--- src/rtl/tx_scheduler.sv ---
// tx_scheduler: ping-pong message RAM manager and frame sequencer for signal_gen.
// The host fills one bank while the generator plays the other; frames are
// separated by a programmable idle gap and can be aborted mid-flight.
module tx_scheduler #(
    parameter int ADDR_W = 10,
    parameter int CNT_W  = 16
) (
    input  logic              clk,
    input  logic              reset_n,
    input  logic              host_wr_en,
    input  logic [ADDR_W-1:0] host_wr_addr,
    input  logic [7:0]        host_wr_data,
    input  logic              host_commit,
    output logic              host_ready,
    output logic              host_overrun,
    input  logic [CNT_W-1:0]  gap_cycles,
    input  logic              abort,
    input  logic              dac_ready,
    output logic              gen_enable,
    output logic              gen_reset,
    input  logic              gen_done,
    input  logic              gen_read_enable,
    input  logic [ADDR_W-1:0] gen_ram_addr,
    output logic              ram_we,
    output logic [ADDR_W:0]   ram_waddr,
    output logic [7:0]        ram_wdata,
    output logic              ram_re,
    output logic [ADDR_W:0]   ram_raddr,
    output logic [CNT_W-1:0]  frames_sent,
    output logic              busy
);

    typedef enum logic [2:0] {
        IDLE  = 3'd0,
        START = 3'd1,
        RUN   = 3'd2,
        ACK   = 3'd3,
        GAP   = 3'd4,
        ABORT = 3'd5
    } state_t;

    state_t           state;
    logic             wr_bank;
    logic             rd_bank;
    logic [1:0]       full;
    logic [1:0]       full_next;
    logic [CNT_W-1:0] gap_cnt;
    logic             commit_ok;
    logic             rd_free;

    // Host side: fill bank is writable while it is not waiting to be played
    assign host_ready = !reset_n || !full[wr_bank];
    assign ram_we     = host_wr_en & host_ready;
    assign ram_waddr  = {wr_bank, host_wr_addr};
    assign ram_wdata  = host_wr_data;
    assign commit_ok  = host_commit & host_ready;

    // Generator side: read port is a straight pass-through into the play bank
    assign ram_re    = gen_read_enable;
    assign ram_raddr = {rd_bank, gen_ram_addr};

    // Bank release happens on completion or abort of the current frame
    assign rd_free = (state == ACK) || (state == ABORT);

    // Output decode from state; reset forces the generator quiet and held in reset
    always_comb begin
        gen_enable = 1'b0;
        unique case (state)
            START:   gen_enable = 1'b1;
            RUN:     gen_enable = dac_ready;
            ACK:     gen_enable = 1'b1;
            default: gen_enable = 1'b0;
        endcase
        gen_enable = gen_enable & reset_n;
    end

    assign gen_reset = !reset_n || (state == ABORT);
    assign busy      = reset_n && (state != IDLE);

    // Set and clear target different banks, so both may apply in one cycle
    always_comb begin
        full_next = full;
        if (rd_free)
            full_next[rd_bank] = 1'b0;
        if (commit_ok)
            full_next[wr_bank] = 1'b1;
    end

    // Bank bookkeeping, overrun flag and frame sequencing FSM
    always_ff @(posedge clk) begin
        if (!reset_n) begin
            state        <= IDLE;
            wr_bank      <= 1'b0;
            rd_bank      <= 1'b0;
            full         <= '0;
            host_overrun <= 1'b0;
            frames_sent  <= '0;
            gap_cnt      <= '0;
        end else begin
            full <= full_next;
            if (commit_ok)
                wr_bank <= ~wr_bank;
            if (rd_free)
                rd_bank <= ~rd_bank;
            if ((host_wr_en || host_commit) && !host_ready)
                host_overrun <= 1'b1;

            unique case (state)
                IDLE: begin
                    if (full[rd_bank])
                        state <= START;
                end
                START: begin
                    state <= abort ? ABORT : RUN;
                end
                RUN: begin
                    if (abort)
                        state <= ABORT;
                    else if (gen_done)
                        state <= ACK;
                end
                ACK: begin
                    frames_sent <= frames_sent + CNT_W'(1);
                    gap_cnt     <= gap_cycles;
                    state       <= (gap_cycles != '0) ? GAP : IDLE;
                end
                GAP: begin
                    gap_cnt <= gap_cnt - CNT_W'(1);
                    if (gap_cnt <= CNT_W'(1))
                        state <= IDLE;
                end
                ABORT: begin
                    state <= IDLE;
                end
                default: state <= IDLE;
            endcase
        end
    end

endmodule

--- config.mk ---
export PLATFORM = sky130hd
export DESIGN_NAME = tx_scheduler
export DESIGN_NICKNAME = d
export VERILOG_FILES = /design/src/rtl/tx_scheduler.sv
export SDC_FILE = /design/constraint.sdc
export NUM_CORES = 1
export LEC_CHECK = 0
export ABC_CLOCK_PERIOD_IN_PS = 1850
export CAP_MARGIN = 5
export CORE_MARGIN = 5
export CORE_UTILIZATION = 30
export CTS_BUF_LIST = sky130_fd_sc_hd__clkbuf_16
export DETAILED_ROUTE_END_ITERATION = 6
export DONT_BUFFER_PORTS = 1
export MAX_ROUTING_LAYER = met4
export SYNTH_ARGS = -nofsm -noshare
export SYNTH_HDL_FRONTEND = slang
export SYNTH_SLANG_ARGS = --single-unit
--- constraint.sdc ---
create_clock -name clk -period 1.85 [get_ports clk]
set_clock_uncertainty 0.05 [all_clocks]
set_input_delay 0.185 -clock clk [delete_from_list [all_inputs] [get_ports clk]]
set_output_delay 0.185 -clock clk [all_outputs]
set_load 0.05 [all_outputs]
Word level (Yosys, flattened, before mapping)
Index checks and enable logic that the tools add are counted.

Bits of input ports: 52. Memory bits (read-only): 0. Memory bits (writable): 0. Register bits after elaboration: 40. Memories kept: 0. Logic and storage cells: 66. Latch bits: 0. Output and inout port bits: 53.

Reductions and logical operators: 17. Equal/unequal tests: 8. Mux-type cells: 19. $mul: 0. $add $sub $neg: 2. Divide/modulo/power cells: 0. $lt $le $gt $ge: 5. Shift-type cells: 0. Bitwise gates (word level): 8.

Operator list (number): 16-bit one-hot mux with 2 select lines (1); 3-bit two-way mux (6); 16-bit by 1-bit adder with 16-bit output (second input constant) (1); 16-bit by 1-bit <= comparator with 1-bit output (second input constant) (1); 16-bit nonzero test (1); 16-bit by 1-bit subtractor with 16-bit output (second input constant) (1); 3-bit one-hot mux with 5 select lines (1); 3-bit by 2-bit == test with 1-bit output (second input constant) (2); 3-bit == test (second input constant) (2); 1-bit two-way mux (6); 1-bit logical AND (4); 1-bit logical OR (4); 1-bit by 2-bit < comparator with 1-bit output (second input constant) (2); 2-bit two-way mux (2); 2-bit inequality test (second input constant) (2); 1-bit bitwise AND (3); 3-bit by 1-bit == test with 1-bit output (second input constant) (1); 1-bit logical NOT (3); 3-bit logical NOT (1); 3-bit inequality test (second input constant) (1); 3-bit AND reduction (1); 3-bit nonzero test (1); 2-bit bitwise AND (1); 1-bit demux with 1-bit select (2); other kinds (7) (9).

Longest topological paths before layout
Gate-level depths: netlist of run 1.

Depth in word-level cells: 9. Mapped depth: 6. Mapped depth without buffers: 6.

Least setup slack after synthesis of run 1
OpenSTA, ideal clock, no wires.

Path kind: flip-flop to flip-flop. From: reg frames_sent[3]. To: reg frames_sent[14]. Data required time: 1.730 ns. Period minus slack after synthesis: 1.942 ns. Setup slack: -0.092 ns. Setup time: 0.070 ns. Buffers on the path: 0. Arrival time: 1.822 ns. Stages on the path, launching flop included: 5. Path through: dfxtp_1 and3_1 nand4_2 or4_1 a21oi_1.

Cells in the longest elaborated chain, start to end: 1.

Ends and longest elaborated chain: start: declaration (line 29) `output logic [CNT_W-1:0] frames_sent,`; start signal: assignment (line 123) `frames_sent <= frames_sent + CNT_W'(1);`; 16-bit by 1-bit adder with 16-bit output (line 123).

Every way passes these cells. A chain may end at the register's enable or synchronous reset.

Worst setup path after layout of run 1
From: reg gap_cnt[0]. To: reg gap_cnt[15].

Cells in the longest elaborated chain, start to end: 2.

Ends and longest elaborated chain: start: declaration (line 47) `logic [CNT_W-1:0] gap_cnt;`; start signal: assignment (line 124) `gap_cnt <= gap_cycles;`; start signal: assignment (line 128) `gap_cnt <= gap_cnt - CNT_W'(1);`; 16-bit by 1-bit subtractor with 16-bit output (line 128); 16-bit one-hot mux with 2 select lines (line 108) `unique case (state)`.

Every way passes these cells.

==> impl_metrics.toml, run 1 <==
[grt]
grt_pass1_wl_um = 10020
grt_use_total_pct = 13.01
grt_overflow = 0
grt_max_degree = 16
first_global_vias = 2014
antenna_found_initial = 0

[sta]
worst_pin_slew_ns = 0.5194
final-setup-viol-count = 0
hold_viol_final = 0
drv_slew = 0
rsz0062_at_grt = "false"
fin_ws_ns = 0.09428
relSlewSlack_pct = 65.33
period_minus_slack_ns = 1.756
max_freq_mhz = 569.6
tns_ns = 0
finalCritPeriodShare_pct = 94.90

[clock_network]
cts_tree = "yes"
clk_pin_slew_ns = 0.06
clock_path_buffers = 2
htreeDepth = 2
cts_inserted_buffers = 5
clkLatencyLatePin_ns = 0.29
cts_sinks = 40
cts_root_buf = "clkbuf_16"

[synthesis]
yosysWarnings = 0
synth.top_cells.by_area = "dfxtp_1 (34%), buf_4 (9.8%), a21oi_1 (5.5%)"
ys_ff_latch = 40
synthTopCellsByCount = "dfxtp_1 (40), buf_4 (31), nor2_1 (31), a21oi_1 (26), nand2_1 (20)"
post_synth.cell_area_avg_um2 = 8.107
yosysSeqAreaShare_pct = 33.83
ys_async_sr_fraction_pct = 0
syn_area_um2 = 2367
ys.flop_type = "dfxtp_1"
synth_cell_types = 53
syn_nets = 347
yosysMostFrequentCell = "dfxtp_1"
synth-edff-count = 0
synth_area_leader_cell = "dfxtp_1"
netlist.area_leader.share_pct = 33.83
synthCells = 292

[setup_path]
end_kind = "flip-flop"
cp_top_family = "simple AND/OR/NAND/NOR gates"
crit_arrival_ns = 1.92
r2r-end = "gap_cnt[15]"
critPathKind = "reg -> reg"
crit_required_ns = 2.02
timing.critical_path.cells = "or4_1 -> or4_1 -> a31oi_1"
cp.depth = 3
reg2regPathDepth = 3
r2r-start = "gap_cnt[0]"
rrSetupSlack_ns = 0.09
crit_slowest_cell = "or4_1"
critPathMaxStageDelay_ns = 0.60
crit_top_cell = "or4_1"
critPathLaunchType = "flip-flop"
critPathBufInv = 0
worst-path-max-fanout = 6
startpoint = "gap_cnt[0]"

[die]
ios = 105
fp.coreArea_um2 = 7687
initial_core_util_pct = 30.79
rows = 32
dieArea_um2 = 9767
die_w_um = 98.83
die_h_um = 98.83

[placed_design]
dpl-instance-area_um2 = 2500
preCtsSetupSlack_ns = 0.07120
gp_congestion = 0.8172
dp_hpwl_um = 4516
io_buffers = 0

[route]
ant_nets = 0
drc = 0
first_pass_iters = 4
drt-initial-drc-count = 182
vias_per_cell = 5.364
num_vias = 2135
wire_per_inst_um = 15.57
wirelength_um = 6195

[finish]
utilization_pct = 35.14
drive_gt1_share_pct = 19.26
nFillCells = 810
final_area_um2 = 2701
area_delta_synth_final_pct = 14.11
num_antenna_cells = 0
num-nets-final = 350

[hold_path]
hp-start = "gap_cycles[3]"
hold_end = "gap_cnt[3]"
holdPathStages = 2
hp-class = "in -> reg"

[power_and_ir_drop]
power_frac_seq_pct = 36.3
p_leak_nw = 1.013
swShare_pct = 31.47
clkPwrFrac_pct = 35.8
intPower_mw = 1.919
p_total_mw = 2.800
ir_worst_vdd_v = 0.0003429
p_comb_share_pct = 27.9
p_per_area_nw_per_um2 = 1036
p_sw_uw = 881.2

[outcome]
status = "completed"

[flow_run]
drv_cap = 0
per-layer routing:
| layer | part of all wire, % | routed length [um] | vias to the layer above | track usage, % |
|---|---|---|---|---|
| met5 | 0 | 0 | - | - |
| met4 | 1.6 | 102 | 0 | 5.147 |
| met3 | 8.3 | 514 | 11 | 4.671 |
| met2 | 44 | 2749 | 82 | 18.29 |
| met1 | 46 | 2829 | 1003 | 16.93 |
| li1 | - | - | 1039 | - |
layout by cell type (no fill, tap or decap), types with 5 or more instances in the layout:
| cell type | synthesis | final |
|---|---|---|
| nand2_1 | 20 | 20 |
| nand4_1 | 8 | 8 |
| o21ai_0 | 9 | 9 |
| nand3_1 | 12 | 12 |
| dfxtp_1 | 40 | 34 |
| nor3_1 | 5 | 5 |
| xor2_1 | 9 | 9 |
| clkbuf_16 | 0 | 5 |
| dfxtp_2 | 0 | 6 |
| o211ai_1 | 5 | 5 |
| buf_4 | 31 | 34 |
| or3_1 | 7 | 7 |
| a21oi_1 | 26 | 26 |
| or4_1 | 7 | 7 |
| inv_1 | 6 | 6 |
| nor2_1 | 31 | 30 |
flip-flops by register name, summed over array words and instances, names as in the netlist:
signal and flops:
frames_sent 16, gap_cnt 16, state 3, full 2, host_overrun 1, rd_bank 1, wr_bank 1
power groups by stage:
| stage | Sequential (mW) | Combinational (mW) | Clock (mW) |
|---|---|---|---|
| 6_report | 1.02 | 0.781 | 1.00 |
| 4_1_cts | 1.01 | 0.780 | 1.02 |
| 5_1_grt | 1.03 | 0.864 | 1.07 |
| 3_3_place_gp | 1.03 | 0.765 | 0 |
| 3_5_place_dp | 1.03 | 0.769 | 0 |
| 2_1_floorplan | 1.02 | 0.733 | 0 |
worst register-to-register path, stage by stage (launching register included):
cell	delay (ns)
dfxtp_1	0.37
or4_1	0.60
or4_1	0.50
a31oi_1	0.16
timing repair:
| action | 4_1_cts | 5_1_grt |
|---|---|---|
| buffers inserted | 0 | 0 |
| hold buffers | 3 | 0 |
| endpoints found under the setup margin | 0 | 10 |
| resized for setup | 0 | 2 |
| endpoints found under the hold margin | 4 | 0 |
through the flow:
| step | cells | hold WS (ns) |
|---|---|---|
| floorplan | 292 | 0.2125 |
| global placement | 387 | 0.2160 |
| detailed placement | 387 | 0.2157 |
| CTS | 398 | 0.003858 |
| global route | 398 | 0.01418 |
| finish | 398 | 0.008449 |
area by class of cell:
type                       count  area [um^2]  area share (%)
multi-input combinational    203         1266           46.87
sequential                    40        808.3           29.92
timing repair buffer          38        305.3           11.30
tap                          102        127.6           4.724
clock buffer                   5        125.1           4.632
clock inverter                 3        42.54           1.575
inverter                       7        26.28          0.9727
worst max-delay path by stage:
stage / end
2_1_floorplan: frames_sent[14]
3_3_place_gp: gap_cnt[8]
3_5_place_dp: gap_cnt[8]
4_1_cts: gap_cnt[2]
5_1_grt: frames_sent[14]
6_report: gap_cnt[15]
kinds of logic after synthesis:
kind of cell | count (synthesis) | synth area share [%]
adders and majority gates | 3 | 1.586
muxes | 2 | 0.8985
and+or+nand+nor | 120 | 28.86
AOI/OAI and AO/OA | 66 | 17.60
buffers and inverters | 49 | 12.79
DFF | 40 | 33.83
xor gates and xnor gates | 12 | 4.440
(Power assumes the default switching activity.)
==> run 2: changes to the inputs <==
--- a/config.mk
+++ b/config.mk
@@ -13,6 +13,7 @@
 export DETAILED_ROUTE_END_ITERATION = 6
 export DONT_BUFFER_PORTS = 1
 export MAX_ROUTING_LAYER = met4
+export REMOVE_ABC_BUFFERS = 1
 export SYNTH_ARGS = -nofsm -noshare
 export SYNTH_HDL_FRONTEND = slang
 export SYNTH_SLANG_ARGS = --single-unit
==> impl_metrics.toml, run 2 (same netlist as run 1, synthesis figures left out) <==
[setup_path]
crit_slowest_cell = "or4_1"
crit_end = "gap_cnt[15]"
critPathKind = "reg -> reg"
reg2regPathDepth = 3
critPathMaxStageDelay_ns = 0.60
crit_top_cell = "or4_1"
startpoint = "gap_cnt[0]"
r2r-end = "gap_cnt[15]"
cp.depth = 3
worst-path-max-fanout = 6
cp_top_family = "simple AND/OR/NAND/NOR gates"
crit_arrival_ns = 1.92
critPathBufInv = 0
r2r-start = "gap_cnt[0]"
rrSetupSlack_ns = 0.08
end_kind = "flip-flop"
crit_required_ns = 2.00
timing.critical_path.cells = "or4_1 -> or4_1 -> a31oi_1"
critPathLaunchType = "flip-flop"

[grt]
grt_pass1_wl_um = 11180
grt_use_total_pct = 14.92
grt_max_degree = 21
grt_overflow = 0
first_global_vias = 2101
antenna_found_initial = 0

[clock_network]
clk_pin_slew_ns = 0.06
clock_path_buffers = 2
cts_root_buf = "clkbuf_16"
htreeDepth = 2
cts_inserted_buffers = 5
clkLatencyLatePin_ns = 0.28
cts_tree = "yes"
cts_sinks = 40

[die]
rows = 32
die_h_um = 98.83
initial_core_util_pct = 30.79
fp.coreArea_um2 = 7687
dieArea_um2 = 9767
die_w_um = 98.83
ios = 105

[placed_design]
preCtsSetupSlack_ns = 0.05777
dpl-instance-area_um2 = 2501
place_inst = 388
dp_hpwl_um = 5262
io_buffers = 0
gp_congestion = 0.7902

[sta]
relSlewSlack_pct = 65.95
worst_pin_slew_ns = 0.5101
drv_slew = 0
hold_viol_final = 0
whs_ns = 0.004045
max_freq_mhz = 564.6
final-setup-viol-count = 0
rsz0062_at_grt = "false"
finalCritPeriodShare_pct = 95.73
fin_ws_ns = 0.07891
period_minus_slack_ns = 1.771

[route]
first_pass_iters = 4
wire_per_inst_um = 17.33
drt-initial-drc-count = 126
ant_nets = 0
wirelength_um = 7000
num_vias = 2191
drc = 0
vias_per_cell = 5.423

[finish]
nFillCells = 818
area_delta_synth_final_pct = 16.44
final_cells = 404
reg_top3 = "frames_sent x16, gap_cnt x16, state x3"
num-nets-final = 356
num_antenna_cells = 0
drive_gt1_share_pct = 19.54
final_cell_mix = "dfxtp_1 (40), buf_4 (40), nor2_1 (30)"
final_area_um2 = 2756

[power_and_ir_drop]
p_per_area_nw_per_um2 = 1024
ir_worst_vdd_v = 0.0003399
p_total_mw = 2.821
p_leak_nw = 1.057

[outcome]
status = "completed"

[hold_path]
hp-class = "in -> reg"

[flow_run]
drv_cap = 0
==> run 2: cell types whose count changed in the layout (fill, tap and decap cells not counted), sizes merged <==
| cell | delta |
|---|---|
| inv | +1 |
| clkinv | -1 |
| buf | +6 |
==> run 2: power by group <==
part	switching, mW	total, mW	internal [mW]
Combinational	0.445	0.841	0.396
Clock	0.334	0.962	0.628
Sequential	0.0896	1.02	0.928
Total	0.869	2.82	1.95
==> run 2: layout make-up <==
class	count	area, um^2	area share [%]
clock buffer	5	125.1	4.539
clock inverter	3	38.79	1.407
inverter	7	26.28	0.9532
multi-input combinational	203	1287	46.71
sequential	40	800.8	29.05
tap	102	127.6	4.630
timing repair buffer	44	350.3	12.71
==> run 2: layer usage <==
layer	global-route usage, %	vias up	part of all wire (%)
met5	-	-	0
met4	4.097	0	1.0
li1	-	1058	-
met2	20.35	116	41
met3	8.917	7	14
met1	18.50	1010	45
==> run 2: through the flow <==
stage                     utilization [%]  TNS (ns)
final                               35.86         0
after global routing                35.86         0
after CTS                           35.06         0
after detailed placement            32.54         0
after global placement              32.54         0
after floorplan                         -    -3.139
==> run 2: timing repair <==
item                                    in CTS  in global routing
endpoints found under the hold margin        4                  0
setup buffers                                0                  5
hold buffers                                 3                  0
endpoints found under the setup margin       0                 14
resized for setup                            0                  5
==> run 2: worst min-delay path by stage <==
stage	cells after the start	startpoint	slack (ns)	endpoint
6_report	2	reset_n	0.004	gap_cnt[14]
5_1_grt	2	gap_cycles[3]	0.01	gap_cnt[3]
4_1_cts	2	reset_n	0.001	gap_cnt[14]
3_5_place_dp	1	abort	0.23	state[1]
3_3_place_gp	1	abort	0.22	state[1]
2_1_floorplan	1	abort	0.21	state[1]
==> run 2: worst register-to-register path, cell delays in order, from the launching register on <==
cell and delay, ns:
dfxtp_1 0.36, or4_1 0.60, or4_1 0.49, a31oi_1 0.19
